$ cat src/rtl/intr_control.sv
`default_nettype none
// ============================================================================
// Module      : intr_control
// Description : Interrupt and bus-request scheduler for the CPU control unit.
//               It latches NMI edges and samples INT and BUSRQ at the
//               instruction boundaries that the sequencer signals. It
//               arbitrates BUSRQ > NMI > INT and drives the acknowledge and
//               grant handshake. It also owns IFF1/IFF2 and the interrupt
//               mode register.
// Ports       : clk_i, reset_i (async, active-high)
//               nmi_i (edge), intr_i (level), busrq_i
//               sample_i   - instruction-boundary strobe
//               halted_i   - CPU is in HALT
//               ack_done_i - sequencer finished the acknowledge cycle
//               ei_i/di_i/retn_i/im_wr_i/im_val_i - instruction side effects
//               take_nmi_o/take_int_o/busack_o - handshake outputs
//               exit_halt_o - one-cycle pulse when an accepted NMI/INT
//                             leaves HALT
//               iff1_o/iff2_o/int_mode_o - architectural interrupt state
// Revision    : 1.0 - initial release
// ============================================================================
module intr_control #(
    parameter int unsigned EI_DELAY = 1
) (
    input  logic       clk_i,
    input  logic       reset_i,
    input  logic       nmi_i,
    input  logic       intr_i,
    input  logic       busrq_i,
    input  logic       sample_i,
    input  logic       halted_i,
    input  logic       ack_done_i,
    input  logic       ei_i,
    input  logic       di_i,
    input  logic       retn_i,
    input  logic       im_wr_i,
    input  logic [1:0] im_val_i,
    output logic       take_nmi_o,
    output logic       take_int_o,
    output logic       busack_o,
    output logic       exit_halt_o,
    output logic       iff1_o,
    output logic       iff2_o,
    output logic [1:0] int_mode_o
);

    localparam int unsigned      BLK_W    = (EI_DELAY < 2) ? 1 : $clog2(EI_DELAY + 1);
    localparam logic [BLK_W-1:0] BLK_INIT = BLK_W'(EI_DELAY);

    localparam logic [1:0] ST_IDLE    = 2'd0;
    localparam logic [1:0] ST_GRANT   = 2'd1;
    localparam logic [1:0] ST_NMI_ACK = 2'd2;
    localparam logic [1:0] ST_INT_ACK = 2'd3;

    logic [1:0]       state_q, state_d;
    logic             nmi_prev_q;
    logic             nmi_pend_q, nmi_pend_d;
    logic             iff1_q, iff1_d;
    logic             iff2_q, iff2_d;
    logic [1:0]       mode_q, mode_d;
    logic [BLK_W-1:0] blk_q, blk_d;
    logic             exit_halt_q, exit_halt_d;

    logic nmi_edge_w;
    logic int_ok_w;
    logic nmi_acc_w;
    logic int_acc_w;
    logic ei_take_w;

    assign nmi_edge_w = nmi_i & ~nmi_prev_q;
    assign int_ok_w   = intr_i & iff1_q & (blk_q == '0);

    // Arbitration and state transitions
    always_comb begin
        state_d   = state_q;
        nmi_acc_w = 1'b0;
        int_acc_w = 1'b0;
        case (state_q)
            ST_IDLE: begin
                if (sample_i) begin
                    if (busrq_i) begin
                        state_d = ST_GRANT;
                    end else if (nmi_pend_q) begin
                        state_d   = ST_NMI_ACK;
                        nmi_acc_w = 1'b1;
                    end else if (int_ok_w) begin
                        state_d   = ST_INT_ACK;
                        int_acc_w = 1'b1;
                    end
                end
            end
            ST_GRANT: begin
                if (!busrq_i) state_d = ST_IDLE;
            end
            ST_NMI_ACK, ST_INT_ACK: begin
                if (ack_done_i) state_d = ST_IDLE;
            end
            default: state_d = ST_IDLE;
        endcase
    end

    // ei only counts when nothing of higher priority touches the IFFs this cycle
    assign ei_take_w = ei_i & ~di_i & ~nmi_acc_w & ~int_acc_w;

    always_comb begin
        // A fresh edge in the accept cycle re-arms the latch so it is not lost
        nmi_pend_d = (nmi_pend_q & ~nmi_acc_w) | nmi_edge_w;

        iff1_d = iff1_q;
        iff2_d = iff2_q;
        if (nmi_acc_w) begin
            iff2_d = iff1_q;
            iff1_d = 1'b0;
        end else if (int_acc_w || di_i) begin
            iff1_d = 1'b0;
            iff2_d = 1'b0;
        end else if (ei_i) begin
            iff1_d = 1'b1;
            iff2_d = 1'b1;
        end else if (retn_i) begin
            iff1_d = iff2_q;
        end

        blk_d = blk_q;
        if (ei_take_w) begin
            blk_d = BLK_INIT;
        end else if (sample_i && (blk_q != '0)) begin
            blk_d = blk_q - BLK_W'(1);
        end

        mode_d = mode_q;
        if (im_wr_i) begin
            mode_d = (im_val_i == 2'd3) ? 2'd2 : im_val_i;
        end

        exit_halt_d = (nmi_acc_w | int_acc_w) & halted_i;
    end

    always_ff @(posedge clk_i or posedge reset_i) begin
        if (reset_i) begin
            state_q     <= ST_IDLE;
            // Treat nmi as already high so a level held across reset is not an edge
            nmi_prev_q  <= 1'b1;
            nmi_pend_q  <= 1'b0;
            iff1_q      <= 1'b0;
            iff2_q      <= 1'b0;
            mode_q      <= 2'd0;
            blk_q       <= '0;
            exit_halt_q <= 1'b0;
        end else begin
            state_q     <= state_d;
            nmi_prev_q  <= nmi_i;
            nmi_pend_q  <= nmi_pend_d;
            iff1_q      <= iff1_d;
            iff2_q      <= iff2_d;
            mode_q      <= mode_d;
            blk_q       <= blk_d;
            exit_halt_q <= exit_halt_d;
        end
    end

    assign take_nmi_o  = (state_q == ST_NMI_ACK);
    assign take_int_o  = (state_q == ST_INT_ACK);
    assign busack_o    = (state_q == ST_GRANT);
    assign exit_halt_o = exit_halt_q;
    assign iff1_o      = iff1_q;
    assign iff2_o      = iff2_q;
    assign int_mode_o  = mode_q;

endmodule
`default_nettype wire

$ cat config.mk
export PLATFORM = sky130hd
export DESIGN_NAME = intr_control
export DESIGN_NICKNAME = d
export VERILOG_FILES = /design/src/rtl/intr_control.sv
export SDC_FILE = /design/constraint.sdc
export NUM_CORES = 1
export LEC_CHECK = 0
export CAP_MARGIN = 30
export CORE_AREA = 3 3 40 42
export DETAILED_ROUTE_END_ITERATION = 12
export DIE_AREA = 0 0 43 45
export PLACE_DENSITY = 0.77
export REMOVE_ABC_BUFFERS = 1
export SYNTH_ARGS = -nofsm -noshare
export SYNTH_HDL_FRONTEND = slang
export SYNTH_SLANG_ARGS = --single-unit
$ cat constraint.sdc
create_clock -name clk_i -period 2.2 [get_ports clk_i]
set_clock_uncertainty 0.2 [all_clocks]
set_input_delay 0.44 -clock clk_i [delete_from_list [all_inputs] [get_ports clk_i]]
set_output_delay 0.44 -clock clk_i [all_outputs]
set_load 0.1 [all_outputs]
# Yosys cells after proc, flatten, opt, wreduce, memory -nomap -nowiden
# Index checks and enable logic that the tools add are counted.
# totals
regBits	10
inputBits	14
output_inout_bits	8
# classes
addsub	1
eq_ne	8
muxes	26
n_bitwise	15
reduce_logical	8
# op_table
cell	n
1-bit two-way mux	18
2-bit two-way mux	7
1-bit bitwise AND	8
2-bit equality test, second input constant	3
2-bit inequality test, second input constant	3
2-bit one-hot mux with 3 select lines	1
1-bit inverter	5
4-bit inequality test, second input constant	1
4-bit AND reduction	1
4-bit nonzero test	1
3-bit nonzero test	1
2-bit by 1-bit equality test with 1-bit output, second input constant	1
2-bit logical NOT	1
1-bit OR	2
2-bit nonzero test	1
2-bit OR reduction	1
1-bit logical AND	1
1-bit logical OR	1
1-bit subtractor, second input constant	1

# Longest topological paths before layout
# Gate-level depths: netlist (run 1).
# depth
depth_word	10
mapped_depth	3
depth_no_buf	3

# Least setup slack after synthesis (run 1)
# OpenSTA, ideal clock, no wires.
# synth_path
path_type	reg-to-output
startpoint	register state_q[1]
endpoint	output take_nmi_o
arrival_time_ps	1819
required_time_ps	1560
setup_slack_ps	-259
path_stages_with_launch	2
n_path_buf	0
path_cell_list	dfrtp_1 > nor2b_1
# synth_via
elab_chain_len	1
# synth_lines
element	line	rtl
start, declared	55	logic [1:0] state_q, state_d;
start signal, assigned	151	state_q <= state_d;
2-bit equality test	162	assign take_nmi_o = (state_q == ST_NMI_ACK);
end, declared	38	output logic take_nmi_o,
# No other way between the ends.

# Worst setup path in the final report (run 1)
# Ends and elaborated chain as after synthesis.

==> results.sh, run 1 <==
export IMPL_ctsResizeCount=0
export IMPL_ios=22
export IMPL_period_minus_slack_ns=1.83
export IMPL_max_cap_viol_count=0
export IMPL_die_w_um=43
export IMPL_multiInputGateArea_um2=185
export IMPL_ys_ff_latch=10
export IMPL_finalSetupTns_ns=0
export IMPL_critPathKind="reg2out"
export IMPL_netlist_area_um2=459
export IMPL_finalSetupViolCount=0
export IMPL_synthCells=41
export IMPL_clk_pin_slew_worst_paths_ns=0.07
export IMPL_clk_latency_ns=0.27
export IMPL_cts_setup_buffers=0
export IMPL_drc=0
export IMPL_cts_root_buf="clkbuf_4"
export IMPL_cp_slowest_stage_delay_ns=0.46
export IMPL_p_leak_uw=0.000350
export IMPL_cp_num_buf_inv=1
export IMPL_cp_arrival_ns=1.19
export IMPL_ir_drop_mv=0.282
export IMPL_hold_violations=0
export IMPL_max_freq_mhz=546
export IMPL_grt_ovfl_total=0
export IMPL_cp_required_ns=1.56
export IMPL_area_delta_synth_final_pct=61.6
export IMPL_worstMarginPinSlew_ns=0.372
export IMPL_finish_utilization_pct=57.7
export IMPL_cp_slowest_cell="dfrtp_1"
export IMPL_synth_top_area_share_pct=49.0
export IMPL_layout_drive_gt1_share_pct=24.2
export IMPL_totalWireLength_um=1010
export IMPL_synth_top_cell_by_area="dfrtp_1"
export IMPL_grt_usage_pct=13.1
export IMPL_cts_htree_levels=1
export IMPL_avgSynthCellArea_um2=11.2
export IMPL_port_buffers=21
export IMPL_worst_path_max_fanout=7
export IMPL_gp_congestion=0.725
export IMPL_cts_tree="done"
export IMPL_post_dp_hpwl_um=823
export IMPL_min_period_over_period_pct=83.3
export IMPL_cts_buffers=3
export IMPL_vias_per_cell=4.83
export IMPL_cts_buffer_depth=2
export IMPL_critPathLaunchType="register"
export IMPL_core_area_um2=1280
export IMPL_diodes=0
export IMPL_synth_distinct_cells=24
export IMPL_p_per_area_nw_per_um2=858
export IMPL_grt_antenna_before_repair=0
export IMPL_grt_pass1_vias=399
export IMPL_start_util_pct=35.7
export IMPL_vias=391
export IMPL_drtAntennaViolNets=0
export IMPL_fillers=118
export IMPL_drt_first_iter_violations=8
export IMPL_wl_per_cell_um=12.4
export IMPL_status="completed"
export IMPL_regArea_um2=251
export IMPL_layout_commonest_cell="clkdlybuf4s50_1"
export IMPL_hp_class="in2async"
export IMPL_grt_start_max_net_pins=11
export IMPL_rows=13
export IMPL_cp_cell_sequence="nor2b_1, buf_12"
export IMPL_num_nets_final=81
export IMPL_max_slew_margin_pct=75.2
export IMPL_end_kind="primary output"
export IMPL_grt_pass1_wl_um=1690
export IMPL_synth_area_leaders="dfrtp_1, dfstp_2, nor4b_4, inv_1, o21a_4"
export IMPL_yosysWarningCount=0
export IMPL_firstDrtPassIters=4
export IMPL_ys_seq_area_share_pct=54.8
export IMPL_die_y_um=45
export IMPL_final_cell_mix="clkdlybuf4s50_1, dfrtp_1, inv_1"
export IMPL_rsz0062_at_grt="false"
export IMPL_power_total_uw=636
export IMPL_hold_buffers=0
export IMPL_finalMaxSlewViolations=0
export IMPL_cts_sinks=10
export IMPL_crit_family="flip-flops"
export IMPL_dieArea_um2=1940
[registers in the layout, indices dropped and copies added, names as in the netlist]
name / cells
exit_halt_o: 1
int_mode_o: 2
blk_q: 1
iff1_o: 1
nmi_prev_q: 1
iff2_o: 1
nmi_pend_q: 1
state_q: 2
[per-layer routing]
metal | global-route usage [%] | share of wire [%] | up-vias
met3 | 5.18 | 6.9 | 4
met2 | 20.4 | 48 | 16
li1 | - | - | 193
met1 | 13.2 | 40 | 178
met4 | 12.7 | 5.0 | 0
met5 | 0 | 0 | -
[synthesized netlist by cell type]
| library cell | instances |
|---|---|
| a211oi_1 | 1 |
| a21o_1 | 1 |
| a21oi_1 | 1 |
| and2_1 | 1 |
| and2b_1 | 1 |
| and3b_1 | 1 |
| dfrtp_1 | 9 |
| dfstp_2 | 1 |
| inv_1 | 6 |
| mux2_2 | 1 |
| nand2_1 | 1 |
| nand2b_1 | 2 |
| nand3_1 | 1 |
| nand3b_1 | 1 |
| nand4_1 | 1 |
| nor2_1 | 2 |
| nor2b_1 | 2 |
| nor3_1 | 1 |
| nor4b_4 | 1 |
| o21a_4 | 1 |
| o21ai_0 | 2 |
| o221ai_1 | 1 |
| o22ai_1 | 1 |
| o31ai_1 | 1 |
[cells by family (layout without fill, tap and decap cells)]
logic type	Yosys count	count (layout)	share of synthesized area [%]
flops	10	10	54.8
compound gates	9	9	14.7
simple gates	15	15	23.2
buf+inv	6	31	4.90
mux	1	1	2.45
[worst paths after layout]
kind	start	to	slack, ns	cells after the start
min in group clk_i	int_mode_o[1]	int_mode_o[1]	0.31	1
setup / recovery	state_q[1]	take_nmi_o	0.37	2
hold / removal	reset_i	iff2_o	0.24	2
hold reg to reg	int_mode_o[1]	int_mode_o[1]	0.31	1
setup reg to reg	state_q[1]	exit_halt_o	0.79	3
max in group asynchronous	reset_i	nmi_prev_q	1.25	2
[stage by stage]
step / std cells / hold WS (ns) / area [µm²] / worst slack [ns]
after floorplan: 41 / 0.0795 / 459 / -0.259
after global placement: 77 / 0.294 / 706 / 0.415
after detailed placement: 77 / 0.302 / 706 / 0.377
after CTS: 81 / 0.249 / 742 / 0.339
after global routing: 81 / 0.285 / 742 / 0.288
final: 81 / 0.240 / 742 / 0.368
[worst reg2reg max path: stages (launching register included)]
cell and delay [ns]:
dfrtp_1 0.45, nor4b_4 0.37, o21a_4 0.20, and2_1 0.13
[cell type report]
type                            instances  share of cell area [%]
Clock buffer                            4                    4.89
Tap cell                               15                    2.53
Inverter                                6                    3.04
Timing Repair Buffer                   21                    30.7
Multi-Input combinational cell         25                    25.0
Sequential cell                        10                    33.9
[report_power, final]
group	switching, µW	total, µW	internal [µW]
Sequential	22.6	228	206
Clock	64.5	165	100
Combinational	157	243	86.0
Total	244	636	392
No activity file was read; power rests on OpenSTA's default activity.
==> run 2, diff against run 1 <==
clock period = 1.8 ns   (was 2.2 ns; I/O delays follow)
==> run 2 against run 1 <==
Compared with the run above:
- clock power rose by 21%
- flip-flop and latch count is the same
- critical path depth stayed put
- sequential power grew 25%
- largest power group unchanged
==> results.sh, run 2 (same netlist as run 1, synthesis figures left out) <==
export IMPL_cp_arrival_ns=1.14
export IMPL_clk_pin_slew_worst_paths_ns=0.06
export IMPL_vias_per_cell=4.83
export IMPL_max_cap_viol_count=0
export IMPL_hold_buffers=0
export IMPL_post_dp_hpwl_um=790
export IMPL_grt_pass1_vias=397
export IMPL_cts_tree="done"
export IMPL_placed_cell_area_um2=776
export IMPL_dieArea_um2=1940
export IMPL_vias=396
export IMPL_period_minus_slack_ns=1.70
export IMPL_grt_ovfl_total=0
export IMPL_p_sw_uw=302
export IMPL_start_util_pct=35.7
export IMPL_switching_share_pct=37.3
export IMPL_hold_ws_ns=0.159
export IMPL_critPathKind="reg2out"
export IMPL_cts_htree_levels=1
export IMPL_rows=13
export IMPL_combPwrFrac_pct=40.1
export IMPL_layout_commonest_cell="clkdlybuf4s50_1"
export IMPL_hold_violations=0
export IMPL_worstMarginPinSlew_ns=0.365
export IMPL_end_kind="primary output"
export IMPL_hp_class="in2async"
export IMPL_wl_per_cell_um=11.7
export IMPL_rsz0062_at_grt="false"
export IMPL_r2r_slack_ns=0.41
export IMPL_die_w_um=43
export IMPL_finalMaxSlewViolations=0
export IMPL_critPathLaunchType="register"
export IMPL_drt_first_iter_violations=4
export IMPL_drtAntennaViolNets=0
export IMPL_grt_start_max_net_pins=11
export IMPL_clk_latency_ns=0.26
export IMPL_cts_buffers=3
export IMPL_die_y_um=45
export IMPL_pre_cts_ws_ns=0.0620
export IMPL_diodes=0
export IMPL_p_per_area_nw_per_um2=994
export IMPL_min_period_over_period_pct=94.7
export IMPL_worst_path_max_fanout=7
export IMPL_gp_congestion=0.720
export IMPL_layout_drive_gt1_share_pct=26.9
export IMPL_grt_antenna_before_repair=0
export IMPL_core_area_um2=1280
export IMPL_cts_setup_buffers=0
export IMPL_finalNonFillerCells=82
export IMPL_finalSetupViolCount=0
export IMPL_setup_slack_ns=0.0957
export IMPL_place_inst=78
export IMPL_max_slew_margin_pct=75.7
export IMPL_p_int_uw=507
export IMPL_p_leak_uw=0.000372
export IMPL_cts_buffer_depth=2
export IMPL_grt_usage_pct=12.4
export IMPL_pwr_share_seq_pct=35.3
export IMPL_finish_utilization_pct=63.3
export IMPL_ios=22
export IMPL_status="completed"
export IMPL_ctsResizeCount=0
export IMPL_drc=0
export IMPL_ir_drop_mv=0.497
export IMPL_grt_pass1_wl_um=1660
export IMPL_area_delta_synth_final_pct=77.1
export IMPL_port_buffers=21
export IMPL_cts_root_buf="clkbuf_4"
export IMPL_num_nets_final=82
export IMPL_max_freq_mhz=587
export IMPL_clkPwrFrac_pct=24.6
export IMPL_final_cell_mix="clkdlybuf4s50_1, dfrtp_1, buf_12"
export IMPL_cp_required_ns=1.24
export IMPL_totalWireLength_um=963
export IMPL_firstDrtPassIters=3
export IMPL_stdcell_area_um2=813
export IMPL_cts_sinks=10
## run 2: worst paths after layout
kind,startpoint,endpoint,depth (start not counted)
worst max register to register,state_q[1],exit_halt_o,3
max in group asynchronous,reset_i,nmi_prev_q,2
worst max-delay path,state_q[1],busack_o,2
worst min-delay path,reset_i,int_mode_o[1],2
min in group clk_i,nmi_i,nmi_prev_q,1
worst min register to register,nmi_prev_q,nmi_pend_q,1
## run 2: metrics by stage
stage | TNS, ns | total power [µW]
after CTS | 0 | 824
after global routing | 0 | 851
after global placement | 0 | 612
final | 0 | 809
after floorplan | -0.579 | 475
after detailed placement | 0 | 616
## run 2: metal layers
| metal | vias up | wire length [µm] | GRT usage [%] | part of all wire, % |
|---|---|---|---|---|
| li1 | 196 | - | - | - |
| met1 | 182 | 407 | 14.0 | 42 |
| met2 | 14 | 468 | 18.3 | 49 |
| met3 | 4 | 43 | 2.39 | 4.5 |
| met4 | 0 | 43 | 14.5 | 4.5 |
| met5 | - | 0 | 0 | 0 |
## run 2: power by group through the flow
stage | logic (µW) | registers [µW] | clock network (µW)
3_5_place_dp | 327 | 289 | 0
5_1_grt | 337 | 290 | 224
4_1_cts | 327 | 285 | 212
6_report | 324 | 285 | 199
3_3_place_gp | 324 | 288 | 0
2_1_floorplan | 122 | 353 | 0
## run 2: critical path, cell delays in order, from the launching register on
cell and delay, ns:
dfrtp_2 0.45, and2b_1 0.25, buf_12 0.18
## run 2: layout make-up
class	count	area (µm²)
Inverter	6	22.5
Sequential cell	10	253
Fill cell	107	472
Multi-Input combinational cell	25	185
Clock buffer	4	36.3
Timing Repair Buffer	22	298
Tap cell	15	18.8
==> run 3, diff against run 2 <==
CORE_AREA = default   (was 3 3 40 42)
CORE_MARGIN = 3   (was default)
CORE_UTILIZATION = 31   (was default)
DIE_AREA = default   (was 0 0 43 45)
GPL_TIMING_DRIVEN = 0   (was default)
PLACE_DENSITY = 0.71   (was 0.77)
SLEW_MARGIN = 40   (was default)
==> run 3 against run 2 <==
Compared with the run above:
- register-to-register slack worse by 0.03 ns
- first-iteration DRC count grew 100%
- total power fell by 6.3%
- via count up 0.51%
- clock power rose by 2%
- global-route usage fell by 0.77 points
- die area rose by 2.3%
- final cell count fell by 1.2%
- largest cell class is now flip-flops and latches
- largest power group is now sequential cells
- highest routed layer unchanged
==> results.sh, run 3 (same netlist as run 1, synthesis figures left out) <==
export IMPL_status="completed"
export IMPL_max_slew_margin_pct=67.7
export IMPL_stdcell_area_um2=708
export IMPL_clk_latency_ns=0.27
export IMPL_drt_first_iter_violations=8
export IMPL_die_y_um=44.5
export IMPL_cp_arrival_ns=1.16
export IMPL_ir_drop_mv=0.715
export IMPL_finish_utilization_pct=52.5
export IMPL_worstMarginPinSlew_ns=0.488
export IMPL_cts_sinks=10
export IMPL_diodes=0
export IMPL_worst_path_max_fanout=7
export IMPL_p_per_area_nw_per_um2=1070
export IMPL_area_delta_synth_final_pct=54.2
export IMPL_critPathKind="reg2out"
export IMPL_wl_per_cell_um=12.2
export IMPL_grt_antenna_before_repair=0
export IMPL_finalMaxSlewViolations=0
export IMPL_rows=13
export IMPL_critPathLaunchType="register"
export IMPL_gp_congestion=0.712
export IMPL_vias=398
export IMPL_firstDrtPassIters=4
export IMPL_period_minus_slack_ns=1.72
export IMPL_grt_pass1_vias=373
export IMPL_grt_start_max_net_pins=11
export IMPL_clk_pin_slew_worst_paths_ns=0.07
export IMPL_power_total_uw=757
export IMPL_p_leak_uw=0.000341
export IMPL_dieArea_um2=1980
export IMPL_grt_usage_pct=11.6
export IMPL_cp_cell_sequence="and2b_1, buf_8"
export IMPL_port_buffers=21
export IMPL_cts_buffers=3
export IMPL_drc=0
export IMPL_hold_buffers=0
export IMPL_fillers=126
export IMPL_cts_buffer_depth=2
export IMPL_vias_per_cell=4.91
export IMPL_hp_class="in2async"
export IMPL_cp_required_ns=1.24
export IMPL_rsz0062_at_grt="false"
export IMPL_cts_htree_levels=1
export IMPL_finalSetupViolCount=0
export IMPL_min_period_over_period_pct=95.6
export IMPL_r2r_slack_ns=0.38
export IMPL_drtAntennaViolNets=0
export IMPL_grt_pass1_wl_um=1620
export IMPL_post_dp_hpwl_um=749
export IMPL_cts_root_buf="clkbuf_4"
export IMPL_layout_commonest_cell="clkdlybuf4s50_1"
export IMPL_end_kind="primary output"
export IMPL_cp_slowest_cell="dfrtp_2"
export IMPL_start_util_pct=34.0
export IMPL_cp_slowest_stage_delay_ns=0.46
export IMPL_max_freq_mhz=581
export IMPL_grt_ovfl_total=0
export IMPL_reg2reg_depth=3
export IMPL_ios=22
export IMPL_layout_drive_gt1_share_pct=25.8
export IMPL_cts_tree="done"
export IMPL_totalWireLength_um=988
export IMPL_final_cell_mix="clkdlybuf4s50_1, dfrtp_1, inv_1"
export IMPL_core_area_um2=1350
export IMPL_die_w_um=44.5
export IMPL_num_nets_final=81
export IMPL_hold_violations=0
export IMPL_max_cap_viol_count=0
export IMPL_placed_cell_area_um2=648
run 3: cell types whose count changed in the layout (fill, tap and decap cells not counted), sizes merged:
cell	before	now
buf	9	8
run 3: layer usage:
metal  up-vias  GRT usage [%]  wire length, µm
li1        194              -                -
met1       183           14.0              447
met2        19           16.6              425
met3         2           5.28               92
met4         0           7.23               23
met5         -              0                0
run 3: final cells by class:
type	instances	area (µm²)	area share, %
inverters	6	22.5	3.18
well taps	15	18.8	2.65
clock buffers	4	36.3	5.12
multi-input cells	25	185	26.1
flip-flops and latches	10	253	35.7
repair buffers	21	193	27.2
run 3: path summary, 6_finish.rpt:
check,from,to
setup / recovery,state_q[1],busack_o
hold / removal,reset_i,int_mode_o[0]
setup reg to reg,state_q[1],iff2_o
hold reg to reg,int_mode_o[1],int_mode_o[1]
max in group asynchronous,reset_i,nmi_prev_q
min in group clk_i,int_mode_o[1],int_mode_o[1]
run 3: stage by stage:
stage | setup slack, ns | TNS [ns] | cells | hold WS (ns)
global route | 0.0330 | 0 | 81 | 0.202
floorplan | -0.579 | -0.579 | 41 | -0.000537
global placement | -0.536 | -2.67 | 77 | 0.291
finish | 0.0796 | 0 | 81 | 0.164
CTS | 0.0137 | 0 | 81 | 0.174
detailed placement | 0.00389 | 0 | 77 | 0.296
run 3: repair_timing:
item,CTS,global route
gates resized for setup,4,4
setup buffers,0,0
endpoints found under the setup margin,3,3
gates cloned,0,0
pin swaps,0,0
run 3: worst max-delay path, delay by kind of cell, from the launching register on:
kind	cells	cell delay, ns
flops	1	0.46
buf+inv	1	0.20
simple gates	1	0.24
run 3: report_power, final:
group          internal, µW  switching [µW]
logic                  84.8             190
registers               252            27.8
clock network           123            80.2
